===== src/rtl/prog_loader.sv =====
// prog_loader: UART (8N1, LSB first) fed loader that writes NUM_BYTES bytes into the program RAM.
// Define PROG_LOADER_CHECKSUM_EN to require a trailing mod-256 checksum byte per session.
module prog_loader #(
  parameter int CLKS_PER_BIT = 16,
  parameter int NUM_BYTES    = 16
) (
  input  logic       clk,
  input  logic       rst,
  input  logic       start,
  input  logic       rx,
  output logic       prog_mode,
  output logic       prog_clk,
  output logic [3:0] prog_addr,
  output logic [7:0] program_data,
  output logic       busy,
  output logic       done,
  output logic       err
);

  localparam logic [9:0] BIT_LAST  = 10'(CLKS_PER_BIT - 1);
  localparam logic [9:0] HALF_LAST = 10'((CLKS_PER_BIT / 2) - 1);
  localparam logic [3:0] ADDR_LAST = 4'(NUM_BYTES - 1);

  typedef enum logic [3:0] {
    S_IDLE, S_WAIT, S_START, S_DATA, S_STOP, S_FERR, S_W0, S_W1, S_W2, S_FIN
  } state_t;

  state_t     r_state, w_state_nx;
  logic       r_rx_meta, r_rx_sync, r_rx_prev;
  logic [9:0] r_cnt;
  logic [2:0] r_bitcnt;
  logic [7:0] r_shift;
  logic       r_prog_mode, r_prog_clk, r_busy, r_done, r_err;
  logic [3:0] r_addr;
  logic [7:0] r_data;
  logic       w_rxs, w_fall, w_tick_half, w_tick_bit;
  logic       w_ck_phase, w_ck_bad;

  assign w_rxs       = r_rx_sync;
  assign w_fall      = r_rx_prev & ~r_rx_sync;
  assign w_tick_half = (r_cnt == HALF_LAST);
  assign w_tick_bit  = (r_cnt == BIT_LAST);

  always_ff @(posedge clk or posedge rst) begin
    if (rst) begin
      r_rx_meta <= 1'b1;
      r_rx_sync <= 1'b1;
      r_rx_prev <= 1'b1;
    end else begin
      r_rx_meta <= rx;
      r_rx_sync <= r_rx_meta;
      r_rx_prev <= r_rx_sync;
    end
  end

`ifdef PROG_LOADER_CHECKSUM_EN
  localparam logic CK_EN = 1'b1;
  logic       r_ck_phase;
  logic [7:0] r_sum;

  assign w_ck_phase = r_ck_phase;
  assign w_ck_bad   = (r_shift != r_sum) | ~w_rxs;

  // Running sum of written bytes; the byte after the last write is the checksum.
  always_ff @(posedge clk or posedge rst) begin
    if (rst) begin
      r_ck_phase <= 1'b0;
      r_sum      <= '0;
    end else if (r_state == S_IDLE && start) begin
      r_ck_phase <= 1'b0;
      r_sum      <= '0;
    end else if (w_state_nx == S_W0) begin
      r_sum <= r_sum + r_shift;
    end else if (r_state == S_W2 && r_addr == ADDR_LAST) begin
      r_ck_phase <= 1'b1;
    end
  end
`else
  localparam logic CK_EN = 1'b0;
  assign w_ck_phase = 1'b0;
  assign w_ck_bad   = 1'b0;
`endif

  always_ff @(posedge clk or posedge rst) begin
    if (rst) r_state <= S_IDLE;
    else     r_state <= w_state_nx;
  end

  always_comb begin
    w_state_nx = r_state;
    case (r_state)
      S_IDLE:  if (start) w_state_nx = S_WAIT;
      S_WAIT:  if (w_fall) w_state_nx = S_START;
      S_START: if (w_tick_half) w_state_nx = w_rxs ? S_WAIT : S_DATA;
      S_DATA:  if (w_tick_bit && r_bitcnt == 3'd7) w_state_nx = S_STOP;
      S_STOP: begin
        if (w_tick_bit) begin
          if (w_ck_phase)  w_state_nx = S_FIN;
          else if (w_rxs)  w_state_nx = S_W0;
          else             w_state_nx = S_FERR;
        end
      end
      S_FERR:  if (w_rxs) w_state_nx = S_WAIT;
      S_W0:    w_state_nx = S_W1;
      S_W1:    w_state_nx = S_W2;
      S_W2:    w_state_nx = (r_addr == ADDR_LAST && !CK_EN) ? S_FIN : S_WAIT;
      S_FIN:   w_state_nx = S_IDLE;
      default: w_state_nx = S_IDLE;
    endcase
  end

  // Data is loaded on entry to W0 so it is stable a full cycle before prog_clk rises in W1.
  always_ff @(posedge clk or posedge rst) begin
    if (rst) begin
      r_cnt       <= '0;
      r_bitcnt    <= '0;
      r_shift     <= '0;
      r_prog_mode <= 1'b0;
      r_prog_clk  <= 1'b0;
      r_busy      <= 1'b0;
      r_done      <= 1'b0;
      r_err       <= 1'b0;
      r_addr      <= '0;
      r_data      <= '0;
    end else begin
      r_prog_clk <= (w_state_nx == S_W1);
      r_done     <= (w_state_nx == S_FIN);
      case (r_state)
        S_IDLE: begin
          if (start) begin
            r_busy      <= 1'b1;
            r_prog_mode <= 1'b1;
            r_addr      <= '0;
            r_err       <= 1'b0;
          end
        end
        S_START: begin
          r_cnt    <= w_tick_half ? '0 : r_cnt + 10'd1;
          r_bitcnt <= '0;
        end
        S_DATA: begin
          if (w_tick_bit) begin
            r_cnt    <= '0;
            r_shift  <= {w_rxs, r_shift[7:1]};
            r_bitcnt <= r_bitcnt + 3'd1;
          end else begin
            r_cnt <= r_cnt + 10'd1;
          end
        end
        S_STOP: begin
          if (w_tick_bit) begin
            r_cnt <= '0;
            if (w_ck_phase ? w_ck_bad : ~w_rxs) r_err <= 1'b1;
          end else begin
            r_cnt <= r_cnt + 10'd1;
          end
        end
        S_W2: if (r_addr != ADDR_LAST) r_addr <= r_addr + 4'd1;
        default: r_cnt <= '0;
      endcase
      if (w_state_nx == S_W0) r_data <= r_shift;
      if (w_state_nx == S_FIN) begin
        r_busy      <= 1'b0;
        r_prog_mode <= 1'b0;
        r_addr      <= '0;
      end
    end
  end

  assign prog_mode    = r_prog_mode;
  assign prog_clk     = r_prog_clk;
  assign prog_addr    = r_addr;
  assign program_data = r_data;
  assign busy         = r_busy;
  assign done         = r_done;
  assign err          = r_err;

endmodule


===== config.mk =====
export PLATFORM = sky130hd
export DESIGN_NAME = prog_loader
export DESIGN_NICKNAME = d
export VERILOG_FILES = /design/src/rtl/prog_loader.sv
export SDC_FILE = /design/constraint.sdc
export NUM_CORES = 1
export LEC_CHECK = 0
export CAP_MARGIN = 20
export CORE_ASPECT_RATIO = 1.4
export CORE_MARGIN = 2
export CORE_UTILIZATION = 25
export CTS_CLUSTER_DIAMETER = 150
export CTS_CLUSTER_SIZE = 24
export DETAILED_ROUTE_END_ITERATION = 8
export PLACE_DENSITY = 0.52
export SYNTH_ARGS = -nofsm -noshare
export SYNTH_HDL_FRONTEND = slang
export SYNTH_SLANG_ARGS = --single-unit

===== constraint.sdc =====
create_clock -name clk -period 2.08 [get_ports clk]
set_input_delay 0.312 -clock clk [delete_from_list [all_inputs] [get_ports clk]]
set_output_delay 0.312 -clock clk [all_outputs]
set_load 0.005 [all_outputs]

==> results.cfg, run 1 <==
[status]
status = finished clean

[clocking]
clock-sinks = 44
cts_tree = built
cts_max_level = 2
cts_buffers = 5
insertion_delay_ps = 280
cts_buffer_depth = 2
clk_root_buffer_cell = clkbuf_16
path_clk_slew_ps = 60

[critical_path]
cp-start-kind = register
r2r_setup_slack_ps = 70
critPathCaptureType = register
max_stage_delay_ps = 500
startpoint = r_cnt[1]$_DFFE_PP0N_
crit_arrival_ps = 2180
critical_path_required_ps = 2250
critPathKind = reg2reg
cpMaxStageDelayCell = or4_1
path_buf_inv = 1
cp_cell_sequence = ha_2 > and3_1 > nand3_2 > or4_1 > buf_4 > mux2_4
reg2reg_depth = 6
reg2reg_from = r_cnt[1]$_DFFE_PP0N_
crit_family = simple AND/OR/NAND/NOR gates
reg2reg_to = program_data[5]$_DFFE_PP0N_
crit_path_max_fanout = 9

[routing]
vias = 1569
vias_per_cell = 4.68
detail_route.wl_per_cell_um = 13.3
ant_nets = 0
drc = 0
drt_wl_total_um = 4470
drtIter0Drc = 48
firstDrtPassIters = 4

[flow_run]
drv_cap = 0

[power]
irDropWorstVdd_v = 0.000426
p_comb_frac = 0.262
p_int_mw = 1.74
p_sw_frac = 0.294
p_sw_mw = 0.725
p_per_area_nw_per_um2 = 899
clkPwrFrac = 0.356
pwr-share-seq = 0.383
power_leakage_nw = 1.20

[global_route]
antenna_found_initial = 0
grt_pass1_wl_um = 7530
grt_pass1_vias = 1597
grt.overflow.total = 0
grt_max_degree = 45
grt.total_usage = 0.105

[layout]
antenna_cells = 0
fill_cells = 853
multi_input_area_sq_um = 978
fin_nets = 237
area_growth_pct = 27.2
regArea_sq_um = 1100
drive_gt1_frac = 0.222

[sta]
relSlewSlack = 0.691
finalSetupViolations = 0
setup_tns_ps = 0
max_freq_mhz = 497
hold_violations = 0
skew_ps = 5.37
worst_pin_slew_ps = 462
finalCriticalPeriod_ps = 2010
finalCritPeriodShare = 0.966
slew_violations = 0
rsz0062_at_grt = false
layout_setup_ws_ps = 69.9

[synth]
synth_cell_types = 50
synth_ff_type = dfrtp_1
synth-simple-area-share = 0.179
yosys_warnings = 0
synth-seq-cells = 44
synthMuxAreaShare = 0.102
synthArstFlopShare = 1.00
netlist_instances = 196
synthAdderAreaFrac = 0.0232
ys_seq_area_frac = 0.512
synth_compound_area_frac = 0.120
avgSynthCellArea_sq_um = 11.0
syn-cell-area_sq_um = 2160
synth-edff-count = 0
postSynthNetCount = 204
synth-xor-area-share = 0.0284
synth_top_family_by_area = simple AND/OR/NAND/NOR gates

[floorplanning]
dieArea_sq_um = 9390
core-area_sq_um = 8460
boundaryPins = 21
start_util = 0.255
std_cell_rows = 40
dieWidth_um = 82.5
die_h_um = 114

[min_path]
min_from = r_rx_meta$_DFF_PP1_
hold_depth = 0
hold_path_class = reg2reg
worstHoldEndpoint = r_rx_sync$_DFF_PP1_

[placed_design]
pre_cts_slack_ps = 57.4
place.port_buffers = 20
hpwlAfterDp_um = 3260
gp_congestion = 0.790
## what timing repair did
action | in CTS | in global routing
gates resized for setup | 0 | 1
buffers inserted | 0 | 0
endpoints found under the setup margin | 0 | 1
hold buffers | 0 | 0
## worst max path at each step
stage	endpoint	depth (start not counted)
floorplan	program_data[0]$_DFFE_PP0N_	5
CTS	program_data[5]$_DFFE_PP0N_	6
global placement	program_data[7]$_DFFE_PP0N_	6
global route	program_data[3]$_DFFE_PP0N_	5
finish	program_data[5]$_DFFE_PP0N_	6
detailed placement	program_data[5]$_DFFE_PP0N_	6
## synth_stat cells, types with 3 or more instances
cell | number | area [sq um]
mux2_4 | 8 | 120
or2_2 | 3 | 18.8
nand3_1 | 8 | 40.0
dfstp_2 | 3 | 78.8
nor3_1 | 3 | 15.0
dfrtp_1 | 41 | 1030
mux2_2 | 8 | 90.1
nor2_1 | 10 | 37.5
xor2_1 | 3 | 26.3
xnor2_1 | 4 | 35.0
a21oi_1 | 9 | 45.0
nand2_1 | 16 | 60.1
o21ai_0 | 10 | 50.1
inv_1 | 6 | 22.5
clkbuf_1 | 9 | 33.8
ha_1 | 4 | 50.1
nand4_1 | 6 | 37.5
## cell families after synthesis
family | Yosys count
compound gates | 39
xor+xnor | 7
fa+ha+maj | 4
buf+inv | 17
flops | 44
mux | 17
simple gates | 68
## per-stage QoR
stage / hold slack [ps] / instance area (sq um) / util / total power [mW] / std cells
after floorplan: 316 / 2160 / - / 1.41 / 196
after global placement: 346 / 2570 / 0.304 / 1.60 / 327
after detailed placement: 349 / 2570 / 0.304 / 1.61 / 327
after CTS: 363 / 2740 / 0.324 / 2.50 / 335
after global routing: 363 / 2740 / 0.324 / 2.61 / 335
final: 363 / 2740 / 0.324 / 2.46 / 335
## state kept, by name (all words and copies together) (netlist names)
register / cells
busy: 1
done: 1
err: 1
prog_addr: 4
prog_clk: 1
program_data: 8
r_bitcnt: 3
r_cnt: 10
r_rx_meta: 1
r_rx_prev: 1
r_rx_sync: 1
r_shift: 8
r_state: 4
## worst reg2reg max path, delay by kind of cell, from the launching register on
family        cells  cell delay [ps]
fa+ha+maj         1              210
buf+inv           1              200
flops             1              370
mux               1              310
simple gates      3              800
## cell usage in the layout (no fill, tap or decap), types with 2 or more instances in the layout
| cell type | synthesis | final |
|---|---|---|
| a22o_1 | 2 | 2 |
| or2_2 | 3 | 3 |
| a21oi_1 | 9 | 9 |
| clkdlybuf4s50_1 | 0 | 20 |
| nor3b_1 | 2 | 2 |
| nand2b_1 | 2 | 2 |
| mux2_4 | 8 | 8 |
| nand2_1 | 16 | 16 |
| nor3_1 | 3 | 3 |
| o22ai_1 | 2 | 2 |
| buf_4 | 1 | 16 |
| xor2_1 | 3 | 3 |
| ha_1 | 4 | 3 |
| nor4_1 | 2 | 2 |
| and3_1 | 2 | 2 |
| or4_1 | 2 | 2 |
| dfrtp_1 | 41 | 41 |
| a32oi_1 | 2 | 2 |
| nor2_1 | 10 | 10 |
| nand3_1 | 8 | 8 |
| and3b_1 | 2 | 2 |
| o21bai_1 | 2 | 2 |
| or3_1 | 2 | 2 |
| o21ai_0 | 10 | 10 |
| inv_1 | 6 | 5 |
| dfstp_2 | 3 | 3 |
| nand4_1 | 6 | 6 |
| clkbuf_16 | 0 | 5 |
| o41ai_1 | 2 | 2 |
| xnor2_1 | 4 | 4 |
| mux2_2 | 8 | 8 |
## per-layer routing
layer | vias to the layer above | track usage | part of all wire
li1 | 781 | - | -
met1 | 761 | 0.121 | 0.43
met2 | 20 | 0.180 | 0.52
met3 | 7 | 0.0245 | 0.028
met4 | 0 | 0.0444 | 0.022
met5 | - | 0 | 0
## power by group through the flow
| stage | Clock (mW) | Sequential [mW] | Combinational (mW) |
|---|---|---|---|
| after floorplan | 0 | 0.971 | 0.437 |
| final | 0.876 | 0.943 | 0.645 |
| after global placement | 0 | 0.957 | 0.645 |
| after CTS | 0.901 | 0.943 | 0.655 |
| after global routing | 0.941 | 0.948 | 0.724 |
| after detailed placement | 0 | 0.958 | 0.652 |
## layout make-up
class / instances / area share
sequential: 44 / 0.403
timing repair buffer: 37 / 0.124
tap: 105 / 0.0479
inverter: 6 / 0.00822
clock buffer: 6 / 0.0470
multi-input combinational: 135 / 0.357
clock inverter: 2 / 0.0128
Power figures use the tool's default switching activity.
==> inputs of run 2 (changes only) <==
- CTS_CLUSTER_SIZE: 24 -> 8
- SKIP_CTS_REPAIR_TIMING: not set -> 1
==> results of run 2 <==
No change in the layout: final DEF, timing and power equal those of run 1.
